File: src/rtl/ramz_pkg.sv
// Shared constants and the reader state enumeration for the ramz read path.
package ramz_pkg;

   localparam int RAMZ_AW    = 7;
   localparam int RAMZ_DW    = 32;
   localparam int RAMZ_DEPTH = 128;

   typedef enum logic [1:0] {
      IDLE  = 2'd0,
      RUN   = 2'd1,
      DRAIN = 2'd2
   } ramz_state_e;

endpackage

File: src/rtl/ramz_skid.sv
// Two-entry skid buffer. Entry 0 always holds the head word, so the output
// data is a plain register that stays put until it is accepted.
// Handshake: a word moves across a side only in a cycle where that side's
// valid and ready are both 1. Valid never waits on ready, and data stays
// stable while valid=1 and ready=0.
module ramz_skid #(
   parameter int W = 33
) (
   input  logic         clk,
   input  logic         rst,
   input  logic         in_valid,
   output logic         in_ready,
   input  logic [W-1:0] in_data,
   output logic         out_valid,
   input  logic         out_ready,
   output logic [W-1:0] out_data,
   output logic [1:0]   occ
);

   logic [W-1:0] d0_q, d0_d, d1_q, d1_d;
   logic [1:0]   occ_q, occ_d;
   logic         push, pop;

   // Handshakes and the next contents of the two entries.
   always_comb begin
      out_valid = (occ_q != 2'd0);
      in_ready  = (occ_q != 2'd2) || out_ready;
      push      = in_valid && in_ready;
      pop       = out_valid && out_ready;
      d0_d      = d0_q;
      d1_d      = d1_q;
      occ_d     = occ_q;
      case ({push, pop})
         2'b10: begin
            if (occ_q == 2'd0) d0_d = in_data;
            else               d1_d = in_data;
            occ_d = occ_q + 2'd1;
         end
         2'b01: begin
            d0_d  = d1_q;
            occ_d = occ_q - 2'd1;
         end
         2'b11: begin
            if (occ_q == 2'd1) begin
               d0_d = in_data;
            end else begin
               d0_d = d1_q;
               d1_d = in_data;
            end
         end
         default: ;
      endcase
   end

   // Storage registers; reset empties the buffer and clears the head word.
   always_ff @(posedge clk or posedge rst) begin
      if (rst) begin
         d0_q  <= '0;
         d1_q  <= '0;
         occ_q <= 2'd0;
      end else begin
         d0_q  <= d0_d;
         d1_q  <= d1_d;
         occ_q <= occ_d;
      end
   end

   assign out_data = d0_q;
   assign occ      = occ_q;

endmodule

File: src/rtl/ramz_reader.sv
// Burst reader: walks a block of ramz addresses and streams the read data
// out through a 2-entry skid buffer with valid/ready flow control.
// A read issues only when the buffer is sure to have room for it on return,
// counting words still in the RAM pipeline and any word leaving this cycle.
module ramz_reader
   import ramz_pkg::*;
#(
   parameter int RD_LAT = 1
) (
   input  logic               clk,
   input  logic               rst,
   input  logic               start,
   input  logic [RAMZ_AW-1:0] base,
   input  logic [RAMZ_AW-1:0] len_m1,
   output logic [RAMZ_AW-1:0] rd_addr,
   input  logic [RAMZ_DW-1:0] rd_data,
   output logic [RAMZ_DW-1:0] m_data,
   output logic               m_valid,
   output logic               m_last,
   input  logic               m_ready,
   output logic               busy,
   output logic               done,
   output ramz_state_e        dbg_state,
   output logic [1:0]         dbg_occ
);

   ramz_state_e       state_q, state_d;
   logic [RAMZ_AW-1:0] next_addr_q, next_addr_d;
   logic [RAMZ_AW-1:0] last_addr_q, last_addr_d;
   logic [RAMZ_AW-1:0] len_q, len_d;
   logic [7:0]         issue_cnt_q, issue_cnt_d;
   logic               done_q, done_d;
   logic [3:0]         infl_q, infl_d;
   logic [RD_LAT-1:0]  pipe_v_q, pipe_v_d;
   logic [RD_LAT-1:0]  pipe_l_q, pipe_l_d;

   logic               sk_in_ready, sk_out_valid;
   logic [RAMZ_DW:0]   sk_out_data;
   logic [1:0]         occ;
   logic               pop, room, issue, last_issue, arrive;

   // Read issue decision and tracking of reads still inside the RAM.
   always_comb begin
      pop        = sk_out_valid && m_ready;
      room       = ({2'b00, occ} + infl_q + 4'd1) <= (4'd2 + {3'b000, pop});
      issue      = (state_q == RUN) && room && sk_in_ready;
      last_issue = issue && (issue_cnt_q == {1'b0, len_q});
      arrive     = pipe_v_q[RD_LAT-1];
      infl_d     = infl_q + {3'b000, issue} - {3'b000, arrive};
      pipe_v_d   = pipe_v_q;
      pipe_l_d   = pipe_l_q;
      pipe_v_d[0] = issue;
      pipe_l_d[0] = last_issue;
      for (int i = 1; i < RD_LAT; i++) begin
         pipe_v_d[i] = pipe_v_q[i-1];
         pipe_l_d[i] = pipe_l_q[i-1];
      end
   end

   // Next-state logic: burst setup, address walk, end-of-burst detection.
   always_comb begin
      state_d     = state_q;
      len_d       = len_q;
      next_addr_d = next_addr_q;
      last_addr_d = last_addr_q;
      issue_cnt_d = issue_cnt_q;
      done_d      = 1'b0;
      if (issue) begin
         next_addr_d = next_addr_q + 7'd1;
         last_addr_d = next_addr_q;
         issue_cnt_d = issue_cnt_q + 8'd1;
      end
      case (state_q)
         IDLE: begin
            // The done cycle still refuses a start so bursts never overlap.
            if (start && !done_q) begin
               len_d       = len_m1;
               next_addr_d = base;
               issue_cnt_d = 8'd0;
               state_d     = RUN;
            end
         end
         RUN: begin
            if (last_issue) state_d = DRAIN;
         end
         DRAIN: begin
            if (pop && sk_out_data[RAMZ_DW]) begin
               state_d = IDLE;
               done_d  = 1'b1;
            end
         end
         default: state_d = IDLE;
      endcase
   end

   // State and burst registers; reset abandons any burst in progress.
   always_ff @(posedge clk or posedge rst) begin
      if (rst) begin
         state_q     <= IDLE;
         len_q       <= '0;
         next_addr_q <= '0;
         last_addr_q <= '0;
         issue_cnt_q <= 8'd0;
         done_q      <= 1'b0;
         infl_q      <= 4'd0;
         pipe_v_q    <= '0;
         pipe_l_q    <= '0;
      end else begin
         state_q     <= state_d;
         len_q       <= len_d;
         next_addr_q <= next_addr_d;
         last_addr_q <= last_addr_d;
         issue_cnt_q <= issue_cnt_d;
         done_q      <= done_d;
         infl_q      <= infl_d;
         pipe_v_q    <= pipe_v_d;
         pipe_l_q    <= pipe_l_d;
      end
   end

   ramz_skid #(.W(RAMZ_DW + 1)) u_skid (
      .clk       (clk),
      .rst       (rst),
      .in_valid  (arrive),
      .in_ready  (sk_in_ready),
      .in_data   ({pipe_l_q[RD_LAT-1], rd_data}),
      .out_valid (sk_out_valid),
      .out_ready (m_ready),
      .out_data  (sk_out_data),
      .occ       (occ)
   );

   // The address only moves on an issue, otherwise it shows the last one read.
   assign rd_addr   = issue ? next_addr_q : last_addr_q;
   assign m_valid   = sk_out_valid;
   assign m_data    = sk_out_data[RAMZ_DW-1:0];
   assign m_last    = sk_out_valid && sk_out_data[RAMZ_DW];
   assign busy      = (state_q != IDLE);
   assign done      = done_q;
   assign dbg_state = state_q;
   assign dbg_occ   = occ;

endmodule

File: config.mk
export PLATFORM = sky130hd
export DESIGN_NAME = ramz_reader
export DESIGN_NICKNAME = d
export VERILOG_FILES = /design/src/rtl/ramz_pkg.sv /design/src/rtl/ramz_skid.sv /design/src/rtl/ramz_reader.sv
export SDC_FILE = /design/constraint.sdc
export NUM_CORES = 1
export LEC_CHECK = 0
export CORE_MARGIN = 2
export CORE_UTILIZATION = 31
export DETAILED_ROUTE_END_ITERATION = 7
export DONT_BUFFER_PORTS = 1
export GPL_TIMING_DRIVEN = 0
export RECOVER_POWER = 100
export REMOVE_ABC_BUFFERS = 1
export SYNTH_ARGS = -nofsm -noshare
export SYNTH_HDL_FRONTEND = slang
export SYNTH_SLANG_ARGS = --single-unit
export TNS_END_PERCENT = 10
File: constraint.sdc
create_clock -name clk -period 6.8 [get_ports clk]
set_input_delay 1.36 -clock clk [delete_from_list [all_inputs] [get_ports clk]]
set_output_delay 1.36 -clock clk [all_outputs]
set_load 0.005 [all_outputs]
# Word level (Yosys, flattened, before mapping)

Index checks and enable logic that the tools add are counted.

Add/subtract/negate cells: 9
$lt $le $gt $ge: 1
Equality and inequality tests: 14
Mux-type cells: 20
Reductions and logical operators: 21

Operator list:

| cell                | count |
|---|---|
| $mux 33             | 4 |
| $pmux 33 s3         | 1 |
| $pmux 33 s2         | 1 |
| $mux 7              | 4 |
| $mux 8              | 3 |
| $ne 2x2->1 const B  | 6 |
| $add 8x1->8 const B | 1 |
| $eq 8x7->1          | 1 |
| $logic_and 1x1->1   | 8 |
| $reduce_bool 2->1   | 4 |
| $add 7x1->7 const B | 1 |
| $eq 2x1->1 const B  | 3 |
| $eq 2x2->1 const B  | 3 |
| $mux 2              | 3 |
| $pmux 2 s3          | 1 |
| $reduce_and 3->1    | 2 |
| $add 2x4->4         | 1 |
| $add 4x1->4         | 1 |
| $add 4x1->4 const B | 1 |
| $le 4x3->1          | 1 |
| $logic_not 2->1     | 2 |
| $pmux 2 s2          | 1 |
| $reduce_and 2->1    | 2 |
| $sub 4x1->4         | 1 |
| other kinds (8)     | 9 |

Register bits after elaboration: 106
Bits of input ports: 50
Output and inout bits: 47
Word-level logic and storage cells: 77

# Longest topological paths before layout

Gate-level depths: netlist of run 1.

Word-level depth: 9
Gate-level depth with buffers: 18
Mapped depth without buffers: 16

# Cells and area by module

Synthesis of run 1 repeated with hierarchy kept, for this count alone.

Cell total of the unflattened synthesis: 453
Area total of the unflattened synthesis: 4996.0 um2

By module, submodules not included:

| module      | instances | cells each | area an instance (um2) | sequential area each (um2) |
|---|---|---|---|---|
| ramz_skid   | 1         | 246        | 3037.9                 | 1701.6 |
| ramz_reader | 1         | 207        | 1958.1                 | 950.9 |

# Least setup slack after synthesis of run 1

No wires, ideal clock.

Kind: in2out
From: input port m_ready
To: output port rd_addr[0]
Data arrival time: 3.008 ns
Data required time: 5.440 ns
Path slack: 2.432 ns
Stages: 11
Path buffers: 2
Path through: nand2_1 -> inv_1 -> ha_1 -> nor3_1 -> nor4b_4 -> and3_1 -> buf_4 -> inv_4 -> clkbuf_1 -> nand2_1 -> nand2_1

Word-level cells in the longest chain between the ends: 6
Elaborated cells on any way between the ends: 7
Those cells by class: add/sub: 1; order compare: 1; mux: 1; reduce/logical: 4

RTL lines:

| element             | RTL line          | RTL |
|---|---|---|
| start, declared     | ramz_reader.sv:20 | `input logic m_ready,` |
| $logic_and 1x1->1   | ramz_reader.sv:44 | `pop = sk_out_valid && m_ready;` |
| $add 2x1->3         | ramz_reader.sv:45 | `room = ({2'b00, occ} + infl_q + 4'd1) <= (4'd2 + {3'b000, pop});` |
| $le 4x3->1          | ramz_reader.sv:45 |  |
| $logic_and 1x1->1   | ramz_reader.sv:46 | `issue = (state_q == RUN) && room && sk_in_ready;` |
| $logic_and 1x1->1 * | ramz_reader.sv:46 |  |
| $mux 7 *            | n/a               |  |
| end, declared       | ramz_reader.sv:15 | `output logic [RAMZ_AW-1:0] rd_addr,` |

Every way passes the cells marked *; elsewhere a longest branch is shown, timed or not.

# Final worst setup path of run 1

From: register u_skid.occ_q[1], in the netlist u_skid.occ[1]
To: output port rd_addr[2]

Word-level cells in the longest chain between the ends: 7
Elaborated cells on any way between the ends: 11
Those cells by class: add/sub: 3; order compare: 1; eq/ne: 1; mux: 1; reduce/logical: 5

RTL lines:

| element                        | RTL line          | RTL |
|---|---|---|
| start, declared                | ramz_skid.sv:21   | `logic [1:0] occ_q, occ_d;` |
| start signal, assigned         | ramz_skid.sv:60   | `occ_q <= 2'd0;` |
| start signal, assigned         | ramz_skid.sv:64   | `occ_q <= occ_d;` |
| $reduce_bool 2->1              | ramz_skid.sv:26   | `out_valid = (occ_q != 2'd0);` |
| named net m_valid              | ramz_reader.sv:18 | `output logic m_valid,` |
| $logic_and 1x1->1              | ramz_reader.sv:44 |  |
| $add 2x1->3                    | ramz_reader.sv:45 |  |
| $le 4x3->1                     | ramz_reader.sv:45 |  |
| $logic_and 1x1->1 (2 in a row) | ramz_reader.sv:46 |  |
| $mux 7                         | n/a               |  |

The timed path passes the listed nets, and every way through them passes these cells.

==> results by group, run 1 <==
Synth
  • Asr flop ratio synth: 1.00
  • Commonest cells post-synth: dfrtp_1, nand2_1, o21ai_0
  • Syn Inst Count: 471
  • Synth top area share: 0.529
  • Warnings, synthesis: 0
  • Area leader, netlist: dfrtp_1
  • Unique masters post-synth: 37
  • Top_reg_cell synth: dfrtp_1
  • Avg Inst Size Synth: 10.6 sq um
  • Post-synth EDFFs: 0
  • Synth Register Bits: 106
  • Count leader, synth: dfrtp_1
  • Post-Syn Area: between 5000 and 6000 sq um
  • Top post-synthesis cells by area: dfrtp_1, mux2_2, nand2_1
  • Sequential share of the synthesized area: 0.529

CTS
  • Root buffer cell: clkbuf_16
  • Number of setup buffers added after CTS: 0
  • Clock Latency Late Sink: roughly 350 ps
  • Clk buf depth: 2
  • H-tree lvl count: 3
  • CTS tree: done
  • Cts bufs inserted: 9
  • Clock slew at reported path FFs: 60 ps
  • Num Clock Sinks: roughly 110
  • CTS hold repair buffers: 0
  • PostCTS Resize Cnt: 0

STA
  • Worst slew pin tran: 2990 ps
  • TNS Setup: 0 ps
  • Crit share post-route: 0.769
  • Hold Vio Cnt, Final: 0
  • Fmax: 191 MHz
  • Final Max Slew Viols: 176
  • Final min period: between 5000 and 6000 ps
  • Setup violations, final: 0
  • RSZ-0062 raised after global routing: false
  • Hold_ws: roughly 500 ps
  • Clock Skew: roughly 4.3 ps
  • Final worst setup slack: around 1600 ps
  • Max_slew headroom: -0.991

Layout
  • Share of cells above drive strength 1: 0.134
  • Fill cells: between 1500 and 2000
  • Nets@finish: approximately 500
  • Final instance area: approximately 5300 sq um
  • # diodes: 0
  • Area growth syn-to-layout: 5.61%

Place
  • Post-DP Area: between 5000 and 6000 sq um
  • IO Port Bufs: 0
  • GPL Wtd Cong: approximately 0.75
  • Worst slack at placement: 2020 ps
  • DP Wirelength: between 7000 and 8000 um

Worst setup path
  • Worst setup SP type: register
  • Crit-path leading delay family: simple AND/OR/NAND/NOR gates
  • Critical path type: reg -> out
  • Worst R2R Path Depth: 15
  • Reg2reg start: u_skid.occ[1]
  • Slowest stage cell, crit path: nor4b_1
  • Worst-path fanout max: 19
  • CP Data Required Time: about 5400 ps
  • Bufs and invs on worst path: 4
  • R2r endpoint: infl_q[2]
  • CP max stage delay: ~800 ps
  • CP Cell Sequence: inv_1, ha_1, inv_1, nand2_1, inv_1, ha_1, nor3_1, nor4b_1, and3_1, inv_4, nand2_1, nand2_1
  • Critical Path Sink Type: output port
  • Crit path DAT: 3870 ps
  • R2R Setup Slk: roughly 2300 ps

Floorplanning
  • I/O pins: 97
  • # rows: 46
  • Die ar.: ~17000 sq um
  • Core Region: approximately 16000 sq um
  • Initial core utilization: 0.317
  • Die width: approximately 130 um
  • Chip height: approximately 130 um

Pwr
  • Pwr Density: ~230 nW/um^2
  • VDD IR max: 0.000122 V
  • Leak: 0.00249 uW

Drt
  • Via count: around 3200
  • Drt pass-1 iters: 4
  • Routed Antenna Nets: 0
  • Residual DRC count: 0
  • WL/cell: ~16 um
  • Vias per cell: 4.91
  • Final WL: about 10000 um
  • Initial DRC count: between 100 and 150

Global route
  • Largest net degree at the start of global routing: a little under 60
  • First-pass GRT wire length: 16800 um
  • Initial antenna violation count: 0
  • Number of global-route vias before repair: about 3300
  • Gr usage total: 0.125
  • Grt ovf: 0

Job
  • Max-Cap Viols: 4

Outcome
  • Violated checks: max-capacitance violations, max-slew violations
  • Outcome: finished with violations

Min path
  • Hold Path Depth: 2
  • Hold EP: len_q[1]
  • Min-delay src: len_q[1]
  • Worst min path class: reg -> reg
-- worst reg2reg max path: stages, from the launching register on --
cell	delay [ps]
dfrtp_1	460
inv_1	170
ha_1	280
inv_1	130
nand2_1	120
inv_1	140
ha_1	310
nor3_1	50
nor4b_1	800
and3_1	650
inv_4	210
ha_1	340
inv_1	40
ha_1	200
fa_1	380
xor2_1	160
-- per-stage QoR --
step	total power [uW]	instances	utilization
6_report	1220	650	0.335
3_5_place_dp	681	634	0.319
3_3_place_gp	677	631	0.313
2_1_floorplan	672	415	-
5_1_grt	1270	650	0.335
4_1_cts	1240	649	0.338
-- state kept, by name (all words and copies together) (netlist names), 2 cells and up --
register,flops
u_skid.out_data,33
u_skid.occ,2
len_q,7
dbg_state,2
last_addr_q,7
issue_cnt_q,8
infl_q,4
u_skid.d1_q,33
next_addr_q,7
-- worst max-delay path by stage --
stage / start / to / slack, ps / cells past startpoint
global placement: m_ready / u_skid.out_data[32] / 1180 / 5
floorplan: m_ready / rd_addr[0] / 2500 / 9
global route: rst / u_skid.out_data[14] / 890 / 2
finish: u_skid.occ[1] / rd_addr[2] / 1570 / 12
CTS: u_skid.occ[1] / rd_addr[2] / 1910 / 12
detailed placement: m_ready / rd_addr[2] / 2020 / 9
-- cell type report --
cell class,count,area (sq um),share of cell area
clock buffers,10,229,0.0432
well taps,216,270,0.0510
inverters,15,60.1,0.0113
flip-flops and latches,106,2650,0.501
repair buffers,4,38.8,0.00732
multi-input cells,294,1970,0.372
clock inverters,5,78.8,0.0149
-- cell families after synthesis --
group,after synthesis,share of synthesized area
and+or+nand+nor,129,0.116
adders and majority gates,17,0.0454
muxes,36,0.0801
xor gates and xnor gates,18,0.0314
buffers and inverters,71,0.0786
DFF,106,0.529
AOI/OAI and AO/OA,94,0.119
-- per-layer routing --
layer	up-vias	global-route usage	wire, um	part of all wire
li1	1512	-	-	-
met1	1564	0.145	4460	0.43
met2	101	0.203	4920	0.47
met3	15	0.0475	833	0.080
met4	0	0.0604	226	0.022
met5	-	0	0	0
-- where the power goes --
group / switching, uW / total [uW] / internal, uW
logic: 17.2 / 26.8 / 9.58
clock network: 229 / 550 / 321
registers: 3.93 / 639 / 635
total: 250 / 1220 / 965
-- layout by cell type (no fill, tap or decap), types with 5 or more instances in the layout --
master,count
ha_1,15
nand2_1,94
a21oi_1,9
dfrtp_1,106
and3_1,5
inv_1,12
nand4_1,10
mux2_2,33
a22oi_1,33
xor2_1,9
o21ai_0,40
xnor2_1,9
clkbuf_16,9
No activity file was read; power rests on OpenSTA's default activity.
==> run 2, diff against run 1 <==
==> constraint.sdc (replaced) <==
create_clock -name clk -period 5.3 [get_ports clk]
set_input_delay 1.06 -clock clk [delete_from_list [all_inputs] [get_ports clk]]
set_output_delay 1.06 -clock clk [all_outputs]
set_load 0.005 [all_outputs]
==> run 2 against run 1 <==
The run still ends with max-capacitance violations, max-slew violations left. Utilization up 0.25 points. Total power up 29%. First-iteration DRC count down 1.5%. Clock skew about the same. Worst hold slack worse by 0.52 ps. Critical path depth unchanged. Global-route usage unchanged. Final cell count unchanged. Flip-flop and latch count unchanged. Largest power group unchanged. Sequential share of layout area down 0.36 points. Clock power up 29%. Die area unchanged.
==> results by group, run 2 (synthesized netlist as in run 1, its figures left out) <==
CTS
  • Cts bufs inserted: 9 (unchanged)
  • CTS tree: done
  • Clock Latency Late Sink: 350 ps (about the same)
  • Root buffer cell: clkbuf_16
  • CTS hold repair buffers: 0 (unchanged)
  • Num Clock Sinks: 106 (unchanged)
  • Clk buf depth: 2 (unchanged)
  • Number of setup buffers added after CTS: 0 (unchanged)
  • PostCTS Resize Cnt: 0 (unchanged)
  • H-tree lvl count: 3 (unchanged)
  • Clock slew at reported path FFs: 60 ps (about the same)

Pwr
  • Sw Ratio: 0.206 (+0.000427)
  • Leak: 0.00251 uW (+0.90%)
  • Clock Power Share: 0.452 (about the same)
  • Internal cell power: 1240 uW (+29%)
  • Part of the power in registers: 0.524 (about the same)
  • Gate power share: 0.024 (+0.002)
  • Pwr Density: 293 nW/um^2 (+28%)
  • Total power: 1560 uW (+29%)
  • VDD IR max: 0.000156 V (+28%)
  • Switching pwr: 323 uW (+29%)

Floorplanning
  • Die ar.: 17200 sq um (unchanged)
  • Core Region: 15800 sq um (unchanged)
  • Chip height: 131 um (unchanged)
  • Die width: 131 um (unchanged)
  • I/O pins: 97 (unchanged)
  • Initial core utilization: 0.317 (unchanged)
  • # rows: 46 (unchanged)

Place
  • IO Port Bufs: 0 (unchanged)
  • GPL Wtd Cong: 0.751 (unchanged)
  • DP Wirelength: 7010 um (unchanged)
  • Cells after DPL: 634 (unchanged)

STA
  • Hold_ws: 497 ps (-0.524 ps)
  • Max_slew headroom: -0.703 (+0.288)
  • Hold Vio Cnt, Final: 0 (unchanged)
  • Setup violations, final: 0 (unchanged)
  • RSZ-0062 raised after global routing: false
  • Fmax: 225 MHz
  • Crit share post-route: 0.840
  • Final min period: 4450 ps
  • Clock Skew: 4.49 ps (+0.234 ps)
  • Worst slew pin tran: 2540 ps (-442 ps)
  • Final Max Slew Viols: 117 (-34%)

Drt
  • Vias per cell: 4.91 (about the same)
  • Drt pass-1 iters: 4 (unchanged)
  • WL/cell: 16.0 um (-0.18%)
  • Via count: 3189 (-0.094%)
  • Routed Antenna Nets: 0 (unchanged)
  • Final WL: 10400 um (-0.18%)
  • Residual DRC count: 0 (unchanged)
  • Initial DRC count: 133 (-1.5%)

Worst setup path
  • Crit path DAT: 3390 ps (-480 ps)
  • Slowest stage cell, crit path: and3_1
  • CP Data Required Time: 4240 ps (-1200 ps)
  • R2R Setup Slk: 1130 ps (-1140 ps)
  • Worst R2R Path Depth: 10 (-5)
  • CP Cell Sequence: inv_1, ha_1, inv_1, nand2_1, inv_1, ha_1, nor3_1, nor4b_4, and3_1, inv_4, nand2_1, nand2_1
  • Worst setup SP type: register
  • Critical path type: reg -> out
  • Worst-path fanout max: 19 (unchanged)
  • CP max stage delay: 590 ps (-210 ps)
  • Critical Path Sink Type: output port

Layout
  • Nets@finish: 497 (unchanged)
  • Fill cells: 1599 (-0.31%)
  • Share of cells above drive strength 1: 0.138 (+0.00461)
  • Area growth syn-to-layout: 6.39%
  • # diodes: 0 (unchanged)
  • Post-route insts no fill: 650 (unchanged)
  • Most common cell after layout, fill and taps aside: dfrtp_1
  • Commonest non-fill, non-tap cells in the layout: dfrtp_1, nand2_1, o21ai_0

Outcome
  • Outcome: finished with violations
  • Violated checks: max-capacitance violations, max-slew violations

Min path
  • Worst min path class: reg -> reg
  • Hold Path Depth: 2 (unchanged)

Global route
  • Gr usage total: 0.125 (unchanged)
  • Grt ovf: 0 (unchanged)
  • Largest net degree at the start of global routing: 58 (unchanged)
  • Number of global-route vias before repair: 3322 (unchanged)
  • Initial antenna violation count: 0 (unchanged)
  • First-pass GRT wire length: 16800 um (unchanged)

Job
  • Max-Cap Viols: 3 (-1)
==> run 2: changes by cell type in the layout (fill, tap and decap cells not counted), sizes merged <==
cell and delta:
buf +1, clkbuf -1
==> run 2: power groups by stage <==
stage,registers [uW],logic [uW],clock network (uW)
after floorplan,833,28.4,0
after global placement,835,34.6,0
after detailed placement,835,38.6,0
after CTS,819,38.6,735
after global routing,819,43.4,769
final,819,36.8,707
==> run 2: layout make-up <==
class                   count  area [sq um]  area share
flip-flops and latches    106          2650       0.497
multi-input cells         294          1980       0.372
well taps                 216           270      0.0506
clock buffers              10           229      0.0429
clock inverters             5          78.8      0.0148
repair buffers              4          62.6      0.0117
inverters                  15          60.1      0.0113
==> run 2: path summary, 6_finish.rpt <==
path	endpoint	startpoint
min reg2reg	len_q[1]	len_q[1]
min	len_q[1]	len_q[1]
max reg2reg	u_skid.out_data[16]	u_skid.occ[1]
min in group asynchronous	u_skid.out_data[32]	rst
max	rd_addr[2]	u_skid.occ[1]
max in group asynchronous	u_skid.d1_q[2]	rst
==> run 2: critical path, delay by kind of cell, from the launching register on <==
kind | cells | cell delay (ps)
simple gates | 6 | 1350
buf+inv | 4 | 640
fa+ha+maj | 2 | 590
flops | 1 | 460
==> run 2: through the flow <==
stage / worst slack (ps) / utilization / instance area (sq um) / setup TNS [ps]
floorplan: 1390 / - / 4680 / 0
global placement: -20.6 / 0.313 / 4950 / -156
detailed placement: 1110 / 0.319 / 5040 / 0
CTS: 708 / 0.338 / 5350 / 0
global route: 553 / 0.337 / 5340 / 0
finish: 847 / 0.337 / 5340 / 0
==> run 2: metal layers <==
layer | vias to the layer above | wire length, um | GRT usage
met5 | - | 0 | 0
met4 | 0 | 226 | 0.0604
met3 | 15 | 809 | 0.0475
met2 | 101 | 4860 | 0.203
met1 | 1561 | 4520 | 0.145
li1 | 1512 | - | -
==> run 3, diff against run 2 <==
==> constraint.sdc (replaced) <==
create_clock -name clk -period 4.2 [get_ports clk]
set_input_delay 0.84 -clock clk [delete_from_list [all_inputs] [get_ports clk]]
set_output_delay 0.84 -clock clk [all_outputs]
set_load 0.005 [all_outputs]
==> run 3 against run 2 <==
The flow still finishes with violations (max-capacitance violations, max-slew violations). Cell area rose by 0.30%. Clock skew rose by 0.61 ps. Die area did not move.
==> results by group, run 3 (synthesized netlist as in run 1, its figures left out) <==
Floorplanning
  • Chip height: 131 um (unchanged)
  • Die width: 131 um (unchanged)
  • Initial core utilization: 0.317 (unchanged)
  • # rows: 46 (unchanged)
  • I/O pins: 97 (unchanged)
  • Die ar.: 17200 sq um (unchanged)
  • Core Region: 15800 sq um (unchanged)

Global route
  • Gr usage total: 0.125 (unchanged)
  • First-pass GRT wire length: 16800 um (unchanged)
  • Number of global-route vias before repair: 3322 (unchanged)
  • Largest net degree at the start of global routing: 58 (unchanged)
  • Grt ovf: 0 (unchanged)
  • Initial antenna violation count: 0 (unchanged)

Worst setup path
  • Critical Path Sink Type: output port
  • CP Cell Sequence: inv_1, ha_1, inv_1, nand2_1, inv_1, ha_1, nor3_1, nor4b_4, and3_4, buf_4, nand2_1, nand2_1
  • CP Data Required Time: 3360 ps (-880 ps)
  • Crit path DAT: 2960 ps (-430 ps)
  • CP max stage delay: 460 ps (-130 ps)
  • Bufs and invs on worst path: 4 (unchanged)
  • Crit-path leading delay family: simple AND/OR/NAND/NOR gates
  • Slowest stage cell, crit path: dfrtp_1
  • Worst setup SP type: register
  • Worst-path fanout max: 5 (-14)
  • Critical path type: reg -> out

STA
  • Hold_ws: 498 ps (+0.203 ps)
  • RSZ-0062 raised after global routing: false
  • Clock Skew: 5.10 ps (+0.610 ps)
  • Max_slew headroom: -0.505 (+0.198)
  • Crit share post-route: 0.906
  • Final min period: 3800 ps
  • TNS Setup: 0 ps (unchanged)
  • Final Max Slew Viols: 85 (-27%)
  • Final worst setup slack: 396 ps (-451 ps)
  • Setup violations, final: 0 (unchanged)
  • Fmax: 263 MHz
  • Worst slew pin tran: 2250 ps (-300 ps)
  • Hold Vio Cnt, Final: 0 (unchanged)

Pwr
  • Pwr Density: 368 nW/um^2 (+26%)
  • VDD IR max: 0.000199 V (+27%)
  • Leak: 0.00252 uW (+0.43%)

CTS
  • Clock slew at reported path FFs: 60 ps (about the same)
  • H-tree lvl count: 3 (unchanged)
  • Clk buf depth: 2 (unchanged)
  • Clock Latency Late Sink: 350 ps (about the same)
  • Root buffer cell: clkbuf_16
  • CTS tree: done
  • Num Clock Sinks: 106 (unchanged)
  • Cts bufs inserted: 9 (unchanged)

Job
  • Max-Cap Viols: 2 (-1)

Layout
  • Fin util: 0.338 (+0.00103)
  • Area growth syn-to-layout: 6.71%
  • Share of cells above drive strength 1: 0.150 (+0.0121)
  • Fill cells: 1597 (-0.13%)
  • # diodes: 0 (unchanged)
  • Most common cell after layout, fill and taps aside: dfrtp_1
  • Nets@finish: 502 (+1.0%)
  • Post-route insts no fill: 655 (+0.77%)
  • Commonest non-fill, non-tap cells in the layout: dfrtp_1, nand2_1, o21ai_0

Outcome
  • Violated checks: max-capacitance violations, max-slew violations
  • Outcome: finished with violations

Place
  • GPL Wtd Cong: 0.751 (unchanged)
  • Cells after DPL: 634 (unchanged)
  • IO Port Bufs: 0 (unchanged)
  • DP Wirelength: 7010 um (unchanged)
  • Worst slack at placement: 45.2 ps (-1060 ps)

Drt
  • Final WL: 10500 um (+0.57%)
  • Residual DRC count: 0 (unchanged)
  • Vias per cell: 4.89 (-0.23%)
  • Initial DRC count: 109 (-18%)
  • Routed Antenna Nets: 0 (unchanged)
  • WL/cell: 16.0 um (-0.20%)
  • Via count: 3206 (+0.53%)
  • Drt pass-1 iters: 4 (unchanged)

Min path
  • Worst min path class: reg -> reg
## run 3: final timing paths
kind                          startpoint                   to  slack (ps)  cells past startpoint
hold reg to reg                 len_q[1]             len_q[1]         500                      2
setup / recovery           u_skid.occ[1]           rd_addr[2]         400                     12
hold / removal                  len_q[1]             len_q[1]         500                      2
setup reg to reg           u_skid.occ[1]            infl_q[2]         600                     15
max in group asynchronous            rst       u_skid.d1_q[0]        1090                      2
min in group asynchronous            rst  u_skid.out_data[32]         960                      1
## run 3: layout make-up
| cell class | count | area, sq um | share of cell area |
|---|---|---|---|
| clock buffers | 10 | 229 | 0.0428 |
| clock inverters | 5 | 78.8 | 0.0147 |
| inverters | 15 | 60.1 | 0.0112 |
| multi-input cells | 294 | 1990 | 0.372 |
| flip-flops and latches | 106 | 2650 | 0.496 |
| well taps | 216 | 270 | 0.0505 |
| repair buffers | 9 | 71.3 | 0.0133 |
## run 3: metal layers
metal  vias to the layer above  global-route usage  routed length (um)
met5                         -                   0                   0
met4                         0              0.0604                 225
met3                        15              0.0475                 822
met2                       108               0.203                4910
met1                      1563               0.145                4520
li1                       1520                   -                   -
## run 3: tightest hold or removal path: cells and delay by family (launching register included)
kind / cells / cell delay (ps)
simple gates: 2 / 100
flops: 1 / 360
## run 3: where the power goes
| part | leakage, uW | switching (uW) | internal [uW] |
|---|---|---|---|
| Sequential | 0.00146 | 6.42 | 1030 |
| Clock | 0.000153 | 373 | 519 |
| Combinational | 0.000914 | 28.0 | 15.6 |
## run 3: what timing repair did
item / in CTS / in global routing
endpoints found under the hold margin: 0 / 0
buffers inserted: 0 / 5
hold buffers: 0 / 0
gates resized for setup: 1 / 1
pin swaps: 0 / 2
endpoints found under the setup margin: 7 / 7
## run 3: per-stage QoR
step	area [sq um]	total power [uW]
6_report	5350	1970
3_3_place_gp	4950	1100
2_1_floorplan	4680	1090
4_1_cts	5350	2010
3_5_place_dp	5040	1100
5_1_grt	5350	2060
